## src/rtl/led_pkg.sv

```systemverilog
// Shared encodings for the LED scheduler: per-requester mode codes, FSM states
// and a counter-width helper that never returns zero.
package led_pkg;

    localparam logic [1:0] MODE_OFF     = 2'b00;
    localparam logic [1:0] MODE_SOLID   = 2'b01;
    localparam logic [1:0] MODE_BLINK   = 2'b10;
    localparam logic [1:0] MODE_BREATHE = 2'b11;

    typedef enum logic [1:0] {
        ST_IDLE = 2'd0,
        ST_HOLD = 2'd1,
        ST_OWN  = 2'd2
    } state_t;

    function automatic int cntWidth(input int n);
        return (n > 1) ? $clog2(n) : 1;
    endfunction

endpackage

```

## src/rtl/led_pwm.sv

```systemverilog
// 8-bit free-running PWM: output is high while the counter is below duty,
// so duty 0 is constant low and duty 255 is high 255 of every 256 cycles.
module led_pwm (
    input  logic       clk,
    input  logic       reset_n,
    input  logic [7:0] duty,
    output logic       pwm_out
);

    logic [7:0] r_cnt;

    always_ff @(posedge clk or negedge reset_n) begin
        if (!reset_n) begin
            r_cnt <= '0;
        end else if (r_cnt == 8'hFF) begin
            r_cnt <= '0;
        end else begin
            r_cnt <= r_cnt + 8'd1;
        end
    end

    assign pwm_out = (r_cnt < duty);

endmodule

```

## src/rtl/led_sched.sv

```systemverilog
// Shares one LED among N_REQ requesters: fixed-priority grant with a minimum
// hold window, then off/solid/blink/breathe drive. Breathe needs LED_SCHED_BREATHE_EN.
module led_sched
    import led_pkg::*;
#(
    parameter int CLK_HZ       = 50000000,
    parameter int TICK_DIV     = CLK_HZ / 1000,
    parameter int N_REQ        = 4,
    parameter int MIN_HOLD     = 50,
    parameter int BLINK_TICKS  = 500,
    parameter int BREATHE_STEP = 4
) (
    input  logic               clk,
    input  logic               reset_n,
    input  logic [N_REQ-1:0]   req,
    input  logic [2*N_REQ-1:0] mode,
    output logic [N_REQ-1:0]   grant,
    output logic               busy,
    output logic               LED
);

    localparam int TICK_W  = cntWidth(TICK_DIV);
    localparam int HOLD_W  = cntWidth(MIN_HOLD + 1);
    localparam int BLINK_W = cntWidth(BLINK_TICKS);

    logic [TICK_W-1:0]  r_tickCnt;
    logic               w_tick;
    state_t             r_state, w_stateNext;
    logic [N_REQ-1:0]   r_grant, w_grantNext, w_reqFirst;
    logic [HOLD_W-1:0]  r_hold, w_holdNext;
    logic               w_ownerReq, w_higherReq, w_grantChange;
    logic [BLINK_W-1:0] r_blinkCnt;
    logic               r_blinkOn;
    logic               w_breatheLed;
    logic [1:0]         w_ownerMode;
    logic               w_ledNext, r_led;

    assign w_tick = (r_tickCnt == TICK_W'(TICK_DIV - 1));

    always_ff @(posedge clk or negedge reset_n) begin
        if (!reset_n) begin
            r_tickCnt <= '0;
        end else if (w_tick) begin
            r_tickCnt <= '0;
        end else begin
            r_tickCnt <= r_tickCnt + TICK_W'(1);
        end
    end

    always_comb begin
        w_reqFirst = '0;
        for (int i = N_REQ - 1; i >= 0; i--) begin
            if (req[i]) begin
                w_reqFirst = N_REQ'(1) << i;
            end
        end
    end

    // Bits below the owner's one-hot position are exactly the higher-priority requesters.
    assign w_ownerReq  = |(req & r_grant);
    assign w_higherReq = |(req & (r_grant - N_REQ'(1)));

    always_comb begin
        w_stateNext = r_state;
        w_grantNext = r_grant;
        w_holdNext  = r_hold;
        case (r_state)
            ST_IDLE: begin
                if (|req) begin
                    w_grantNext = w_reqFirst;
                    w_holdNext  = HOLD_W'(MIN_HOLD);
                    w_stateNext = ST_HOLD;
                end
            end
            ST_HOLD: begin
                if (!w_ownerReq) begin
                    w_grantNext = '0;
                    w_holdNext  = '0;
                    w_stateNext = ST_IDLE;
                end else if (r_hold == '0) begin
                    w_stateNext = ST_OWN;
                end else if (w_tick) begin
                    w_holdNext = r_hold - HOLD_W'(1);
                    if (r_hold == HOLD_W'(1)) begin
                        w_stateNext = ST_OWN;
                    end
                end
            end
            ST_OWN: begin
                if (!w_ownerReq) begin
                    w_grantNext = '0;
                    w_stateNext = ST_IDLE;
                end else if (w_higherReq) begin
                    w_grantNext = w_reqFirst;
                    w_holdNext  = HOLD_W'(MIN_HOLD);
                    w_stateNext = ST_HOLD;
                end
            end
            default: begin
                w_grantNext = '0;
                w_holdNext  = '0;
                w_stateNext = ST_IDLE;
            end
        endcase
    end

    always_ff @(posedge clk or negedge reset_n) begin
        if (!reset_n) begin
            r_state <= ST_IDLE;
            r_grant <= '0;
            r_hold  <= '0;
        end else begin
            r_state <= w_stateNext;
            r_grant <= w_grantNext;
            r_hold  <= w_holdNext;
        end
    end

    assign w_grantChange = (w_grantNext != r_grant);

    always_ff @(posedge clk or negedge reset_n) begin
        if (!reset_n) begin
            r_blinkCnt <= '0;
            r_blinkOn  <= 1'b1;
        end else if (w_grantChange) begin
            r_blinkCnt <= '0;
            r_blinkOn  <= 1'b1;
        end else if (w_tick) begin
            if (r_blinkCnt == BLINK_W'(BLINK_TICKS - 1)) begin
                r_blinkCnt <= '0;
                r_blinkOn  <= ~r_blinkOn;
            end else begin
                r_blinkCnt <= r_blinkCnt + BLINK_W'(1);
            end
        end
    end

`ifdef LED_SCHED_BREATHE_EN
    localparam int STEP_W = cntWidth(BREATHE_STEP);

    logic [STEP_W-1:0] r_stepCnt;
    logic [7:0]        r_duty;
    logic              r_dirUp;
    logic              w_pwm;

    // Triangle ramp: turns at 255 and 0 on the step itself, so neither end is held.
    always_ff @(posedge clk or negedge reset_n) begin
        if (!reset_n) begin
            r_stepCnt <= '0;
            r_duty    <= '0;
            r_dirUp   <= 1'b1;
        end else if (w_grantChange) begin
            r_stepCnt <= '0;
            r_duty    <= '0;
            r_dirUp   <= 1'b1;
        end else if (w_tick) begin
            if (r_stepCnt == STEP_W'(BREATHE_STEP - 1)) begin
                r_stepCnt <= '0;
                if (r_dirUp) begin
                    if (r_duty == 8'hFF) begin
                        r_dirUp <= 1'b0;
                        r_duty  <= 8'hFE;
                    end else begin
                        r_duty <= r_duty + 8'd1;
                    end
                end else begin
                    if (r_duty == 8'h00) begin
                        r_dirUp <= 1'b1;
                        r_duty  <= 8'h01;
                    end else begin
                        r_duty <= r_duty - 8'd1;
                    end
                end
            end else begin
                r_stepCnt <= r_stepCnt + STEP_W'(1);
            end
        end
    end

    led_pwm u_pwm (
        .clk     (clk),
        .reset_n (reset_n),
        .duty    (r_duty),
        .pwm_out (w_pwm)
    );

    assign w_breatheLed = w_pwm;
`else
    assign w_breatheLed = 1'b1;
`endif

    always_comb begin
        w_ownerMode = MODE_OFF;
        for (int i = 0; i < N_REQ; i++) begin
            if (r_grant[i]) begin
                w_ownerMode = mode[2*i +: 2];
            end
        end
    end

    // Gating on the owner's live request blanks the LED in the same cycle the grant drops.
    always_comb begin
        w_ledNext = 1'b0;
        if (w_ownerReq) begin
            case (w_ownerMode)
                MODE_SOLID:   w_ledNext = 1'b1;
                MODE_BLINK:   w_ledNext = r_blinkOn;
                MODE_BREATHE: w_ledNext = w_breatheLed;
                default:      w_ledNext = 1'b0;
            endcase
        end
    end

    always_ff @(posedge clk or negedge reset_n) begin
        if (!reset_n) begin
            r_led <= 1'b0;
        end else begin
            r_led <= w_ledNext;
        end
    end

    assign grant = r_grant;
    assign busy  = |r_grant;
    assign LED   = r_led;

endmodule

```

## config.mk

```make
export PLATFORM = sky130hd
export DESIGN_NAME = led_sched
export DESIGN_NICKNAME = d
export VERILOG_FILES = /design/src/rtl/led_pkg.sv /design/src/rtl/led_pwm.sv /design/src/rtl/led_sched.sv
export SDC_FILE = /design/constraint.sdc
export NUM_CORES = 1
export LEC_CHECK = 0
export BUFFER_PORTS_ARGS = -buffer_cell sky130_fd_sc_hd__buf_2
export CAP_MARGIN = 20
export CORE_ASPECT_RATIO = 0.75
export CORE_MARGIN = 4
export CORE_UTILIZATION = 50
export DETAILED_ROUTE_END_ITERATION = 12
export GPL_TIMING_DRIVEN = 0
export PLACE_DENSITY = 0.79
export REMOVE_ABC_BUFFERS = 1
export SYNTH_ARGS = -nofsm -noshare
export SYNTH_HDL_FRONTEND = slang
export SYNTH_SLANG_ARGS = --single-unit
```

## constraint.sdc

```tcl
create_clock -name clk -period 2.32 [get_ports clk]
set_input_delay 0.348 -clock clk [delete_from_list [all_inputs] [get_ports clk]]
set_output_delay 0.348 -clock clk [all_outputs]
set_load 0.05 [all_outputs]
```

Word-level counts from Yosys, hierarchy flattened
Cells that the tools add are included.
{"block": "classes", "add_sub_neg": 4, "eq_ne": 17, "mux": 37, "bitwise_logic": 3, "reduce_logical": 12}
{"operator": "6-bit 2-to-1 mux", "n": 6}
{"operator": "4-bit 2-to-1 mux", "n": 8}
{"operator": "9-bit 2-to-1 mux", "n": 3}
{"operator": "2-bit 2-to-1 mux", "n": 11}
{"operator": "6-bit one-hot mux with 3 select lines", "n": 1}
{"operator": "16-bit by 1-bit adder with 16-bit output, second input constant", "n": 1}
{"operator": "16-bit == test, second input constant", "n": 1}
{"operator": "16-bit 2-to-1 mux", "n": 1}
{"operator": "4-bit OR reduction", "n": 4}
{"operator": "4-bit one-hot mux with 3 select lines", "n": 1}
{"operator": "9-bit by 1-bit adder with 9-bit output, second input constant", "n": 1}
{"operator": "9-bit == test, second input constant", "n": 1}
{"operator": "3-bit != test, second input constant", "n": 3}
{"operator": "4-bit bitwise AND", "n": 2}
{"operator": "4-bit != test, second input constant", "n": 2}
{"operator": "2-bit == test, second input constant", "n": 3}
{"operator": "6-bit by 1-bit == test with 1-bit output, second input constant", "n": 1}
{"operator": "6-bit logical NOT", "n": 1}
{"operator": "2-bit != test, second input constant", "n": 3}
{"operator": "2-bit one-hot mux with 3 select lines", "n": 1}
{"operator": "6-bit by 1-bit subtractor with 6-bit output, second input constant", "n": 1}
{"operator": "5-bit AND reduction", "n": 1}
{"operator": "2-bit by 1-bit == test with 1-bit output, second input constant", "n": 2}
{"operator": "1-bit 2-to-1 mux", "n": 4}
{"operator": "other kinds (9)", "n": 10}
{"block": "totals", "register_bits": 39, "out_inout_bits": 6, "wordCells": 80}

Logic depth before layout (Yosys ltp)
{"block": "depth", "depth_word": 10, "mapped_depth": 9}

Worst setup path after synthesis
No wires, ideal clock.
{"block": "synth_path", "path_kind": "register -> register", "start": "reg r_grant[1] (netlist: grant[1])", "end": "reg r_blinkOn", "setup_time_ns": 0.088, "arrival_ns": 2.654, "slack_ns": -0.422, "stages_incl_launch_ff": 10, "n_path_buf": 1, "synth_period_minus_slack_ns": 2.742, "path_cell_list": "dfrtp_1 > buf_2 > inv_1 > ha_1 > inv_1 > a21boi_0 > nand3_2 > o31ai_4 > o311ai_4 > or3_1"}
{"block": "synth_via", "elab_chain_len": 9}
{"item": "start, declared", "line_no": "led_sched.sv:29", "source": "logic [N_REQ-1:0] r_grant, w_grantNext, w_reqFirst;"}
{"item": "start signal, assigned", "line_no": "led_sched.sv:114", "source": "r_grant <= w_grantNext;"}
{"item": "4-bit by 1-bit subtractor with 4-bit output", "line_no": "led_sched.sv:61", "source": "assign w_higherReq = |(req & (r_grant - N_REQ'(1)));"}
{"item": "4-bit bitwise AND", "line_no": "led_sched.sv:61"}
{"item": "4-bit OR reduction", "line_no": "led_sched.sv:61"}
{"item": "4-bit 2-to-1 mux", "line_no": "led_sched.sv:93", "source": "end else if (w_higherReq) begin"}
{"item": "4-bit 2-to-1 mux", "line_no": "led_sched.sv:90", "source": "if (!w_ownerReq) begin"}
{"item": "4-bit one-hot mux with 3 select lines", "line_no": "led_sched.sv:67", "source": "case (r_state)"}
{"item": "4-bit != test *", "line_no": "led_sched.sv:119", "source": "assign w_grantChange = (w_grantNext != r_grant);"}
{"item": "2-bit nonzero test (no line)"}
{"item": "2-bit AND reduction (no line)"}
{"item": "end signal, assigned", "line_no": "led_sched.sv:131", "source": "r_blinkOn <= ~r_blinkOn;"}
{"item": "end, declared", "line_no": "led_sched.sv:33", "source": "logic r_blinkOn;"}
Mark *: on every way between the ends. The rest lies on a longest branch, timed or not.
A chain may end at the register's enable or synchronous reset.

Worst setup path after layout
{"block": "layout_path", "start": "reg r_grant[0] (netlist: grant[0])", "end": "reg r_blinkOn"}
Same word-level chain as after synthesis.

==> flow_metrics.env <==
export IMPL_cts_buffers_inserted=5
export IMPL_dr_pass1_iters=5
export IMPL_ant_nets=0
export IMPL_wirelength_mm=8.02
export IMPL_dp_hpwl_mm=3.86
export IMPL_gr_total_overflow=0
export IMPL_drv_cap=0
export IMPL_worstPathMaxFanout=5
export IMPL_min_period_ps=2430
export IMPL_drive_above_1_share=0.327
export IMPL_antenna_found_initial=0
export IMPL_p_leak_nw=1.41
export IMPL_io_buffers=19
export IMPL_max_freq_ghz=0.412
export IMPL_synthFlopType="dfrtp_1"
export IMPL_n_antenna_cell=0
export IMPL_first_global_vias=2206
export IMPL_syn_avg_cell_area_um2=9.03
export IMPL_multi_input_area_mm2=0.00169
export IMPL_max_clock_path_buffers=2
export IMPL_tightest_slew_ps=881
export IMPL_yosysUniqueCellTypes=65
export IMPL_setup_viol_count_final=12
export IMPL_cts_root_buffer_cell="clkbuf_8"
export IMPL_syn_inst=281
export IMPL_rows=22
export IMPL_violations="negative setup slack"
export IMPL_die_h_um=69.7
export IMPL_status="finished with violations"
export IMPL_final_nets=356
export IMPL_hold_violations=0
export IMPL_grt_pass1_wl_mm=10.7
export IMPL_synth_area_mm2=0.00254
export IMPL_regArea_um2=985
export IMPL_cts_max_level=2
export IMPL_die_w_um=90.2
export IMPL_core_mm2=0.00490
export IMPL_viasPerCell=6.63
export IMPL_final_cell_mix="dfrtp_1, buf_4, nand2_1"
export IMPL_area_growth_pct=31.2
export IMPL_ys_seq_elements=39
export IMPL_critical_path_class="reg2reg"
export IMPL_drt_iter0_markers=368
export IMPL_timing_final_ws_setup_ps=-106
export IMPL_gp_congestion=0.916
export IMPL_rsz0062_at_grt="yes"
export IMPL_crit_required_ps=2560
export IMPL_wl_per_cell_um=20.3
export IMPL_peakVddDrop_uv=596
export IMPL_fin_crit_sh=1.05
export IMPL_cts_hold_buf=0
export IMPL_critPathLaunchType="flip-flop"
export IMPL_p_per_area_mw_per_mm2=889
export IMPL_synth_async_reset_ratio=1.00
export IMPL_dpl_cell_count=347
export IMPL_initial_utilization=0.518
export IMPL_dieArea_mm2=0.00629
export IMPL_fillers=341
export IMPL_relSlewSlack=0.413
export IMPL_grt_max_degree=40
export IMPL_hp_class="in2async"
export IMPL_drc=0
export IMPL_synth_edf_count=0
export IMPL_ios=20
export IMPL_final_cells=396
export IMPL_grt_use_total=0.205
export IMPL_vias=2626
export IMPL_yosysSeqAreaShare=0.385
export IMPL_yosys_warnings=0
export IMPL_hold_ws_ps=148
export IMPL_clk_pin_slew_ps=100
export IMPL_end_kind="flip-flop"
export IMPL_worst_ep_arrival_time_ps=2670
export IMPL_cts_tree="built"
export IMPL_clock_skew_ps=19.5
export IMPL_worstSkewPairLatency_ps=310
export IMPL_cts_sinks=39
export IMPL_finalMaxSlewViolations=0
## final timing paths
path,endpoint,startpoint,slack [ps],cells past startpoint
max reg2reg,r_blinkOn$_DFFE_PN1P_,grant[0]$_DFF_PN0_,-110,7
max in group asynchronous,grant[1]$_DFF_PN0_,reset_n,1550,1
min,r_state[0]$_DFFE_PN0P_,reset_n,150,1
max,r_blinkOn$_DFFE_PN1P_,grant[0]$_DFF_PN0_,-110,7
min reg2reg,r_tickCnt[10]$_DFF_PN0_,r_tickCnt[10]$_DFF_PN0_,520,1
min in group clk,LED$_DFF_PN0_,mode[6],400,3
## worst max-delay path: stages (launching register included)
cell      delay, ps
dfrtp_2         470
o311a_1         370
a41oi_2         300
nand3_4         190
o31ai_4         310
buf_4           190
o311ai_4        120
or3_1           410
## layout make-up
type,instances,area share
multi-input cells,219,0.508
flip-flops and latches,39,0.296
inverters,11,0.0124
well taps,60,0.0226
repair buffers,59,0.127
clock buffers,5,0.0207
clock inverters,3,0.0132
## state kept, by name (all words and copies together), names as in the netlist
register    cells
r_tickCnt      16
r_blinkCnt      9
r_hold          6
grant           4
r_state         2
LED             1
r_blinkOn       1
## synthesized netlist by cell type, drive strengths merged, types with 7 or more instances
cell	number	area, um^2
buf	8	40.0
ha	7	87.6
o21ai	17	85.1
nor2	24	90.1
xor2	9	78.8
nor3	14	70.1
a21oi	15	75.1
nand3	9	50.1
xnor2	7	61.3
dfrtp	38	951
and3	8	50.1
inv	11	41.3
nand2	27	101
## routing by layer
layer | GRT usage | wire length [um] | up-vias
li1 | - | - | 1153
met1 | 0.296 | 3220 | 1241
met2 | 0.321 | 3690 | 177
met3 | 0.0390 | 722 | 55
met4 | 0.0424 | 389 | 0
met5 | 0 | 0 | -
## kinds of logic (layout without fill, tap and decap cells)
group	Yosys count	after routing	share of synthesized area
flops	39	39	0.385
xor+xnor	16	16	0.0553
buf+inv	25	78	0.0409
simple gates	115	115	0.241
fa+ha+maj	7	7	0.0345
mux	4	4	0.0158
compound gates	75	77	0.227
## timing repair
action	CTS	global route
endpoints found under the setup margin	22	18
setup buffers	18	20
gates resized for setup	20	31
gates cloned	2	1
pin swaps	11	12
## through the flow
| stage | instance area [um^2] | total power, mW | setup TNS (ps) | setup slack [ps] | util |
|---|---|---|---|---|---|
| 2_1_floorplan | 2470 | 1.62 | -7540 | -539 | - |
| 5_1_grt | 3330 | 3.09 | -1560 | -160 | 0.679 |
| 3_3_place_gp | 2640 | 1.84 | -16220 | -881 | 0.540 |
| 4_1_cts | 3010 | 2.65 | -54.3 | -26.7 | 0.614 |
| 3_5_place_dp | 2660 | 1.87 | -16120 | -928 | 0.542 |
| 6_report | 3330 | 2.96 | -629 | -106 | 0.679 |
## where the power goes
part | leakage [nW] | internal (mW) | switching [mW]
Combinational | 0.844 | 0.566 | 0.893
Sequential | 0.504 | 0.760 | 0.150
Clock | 0.0581 | 0.321 | 0.268
No activity file was read; power rests on OpenSTA's default activity.
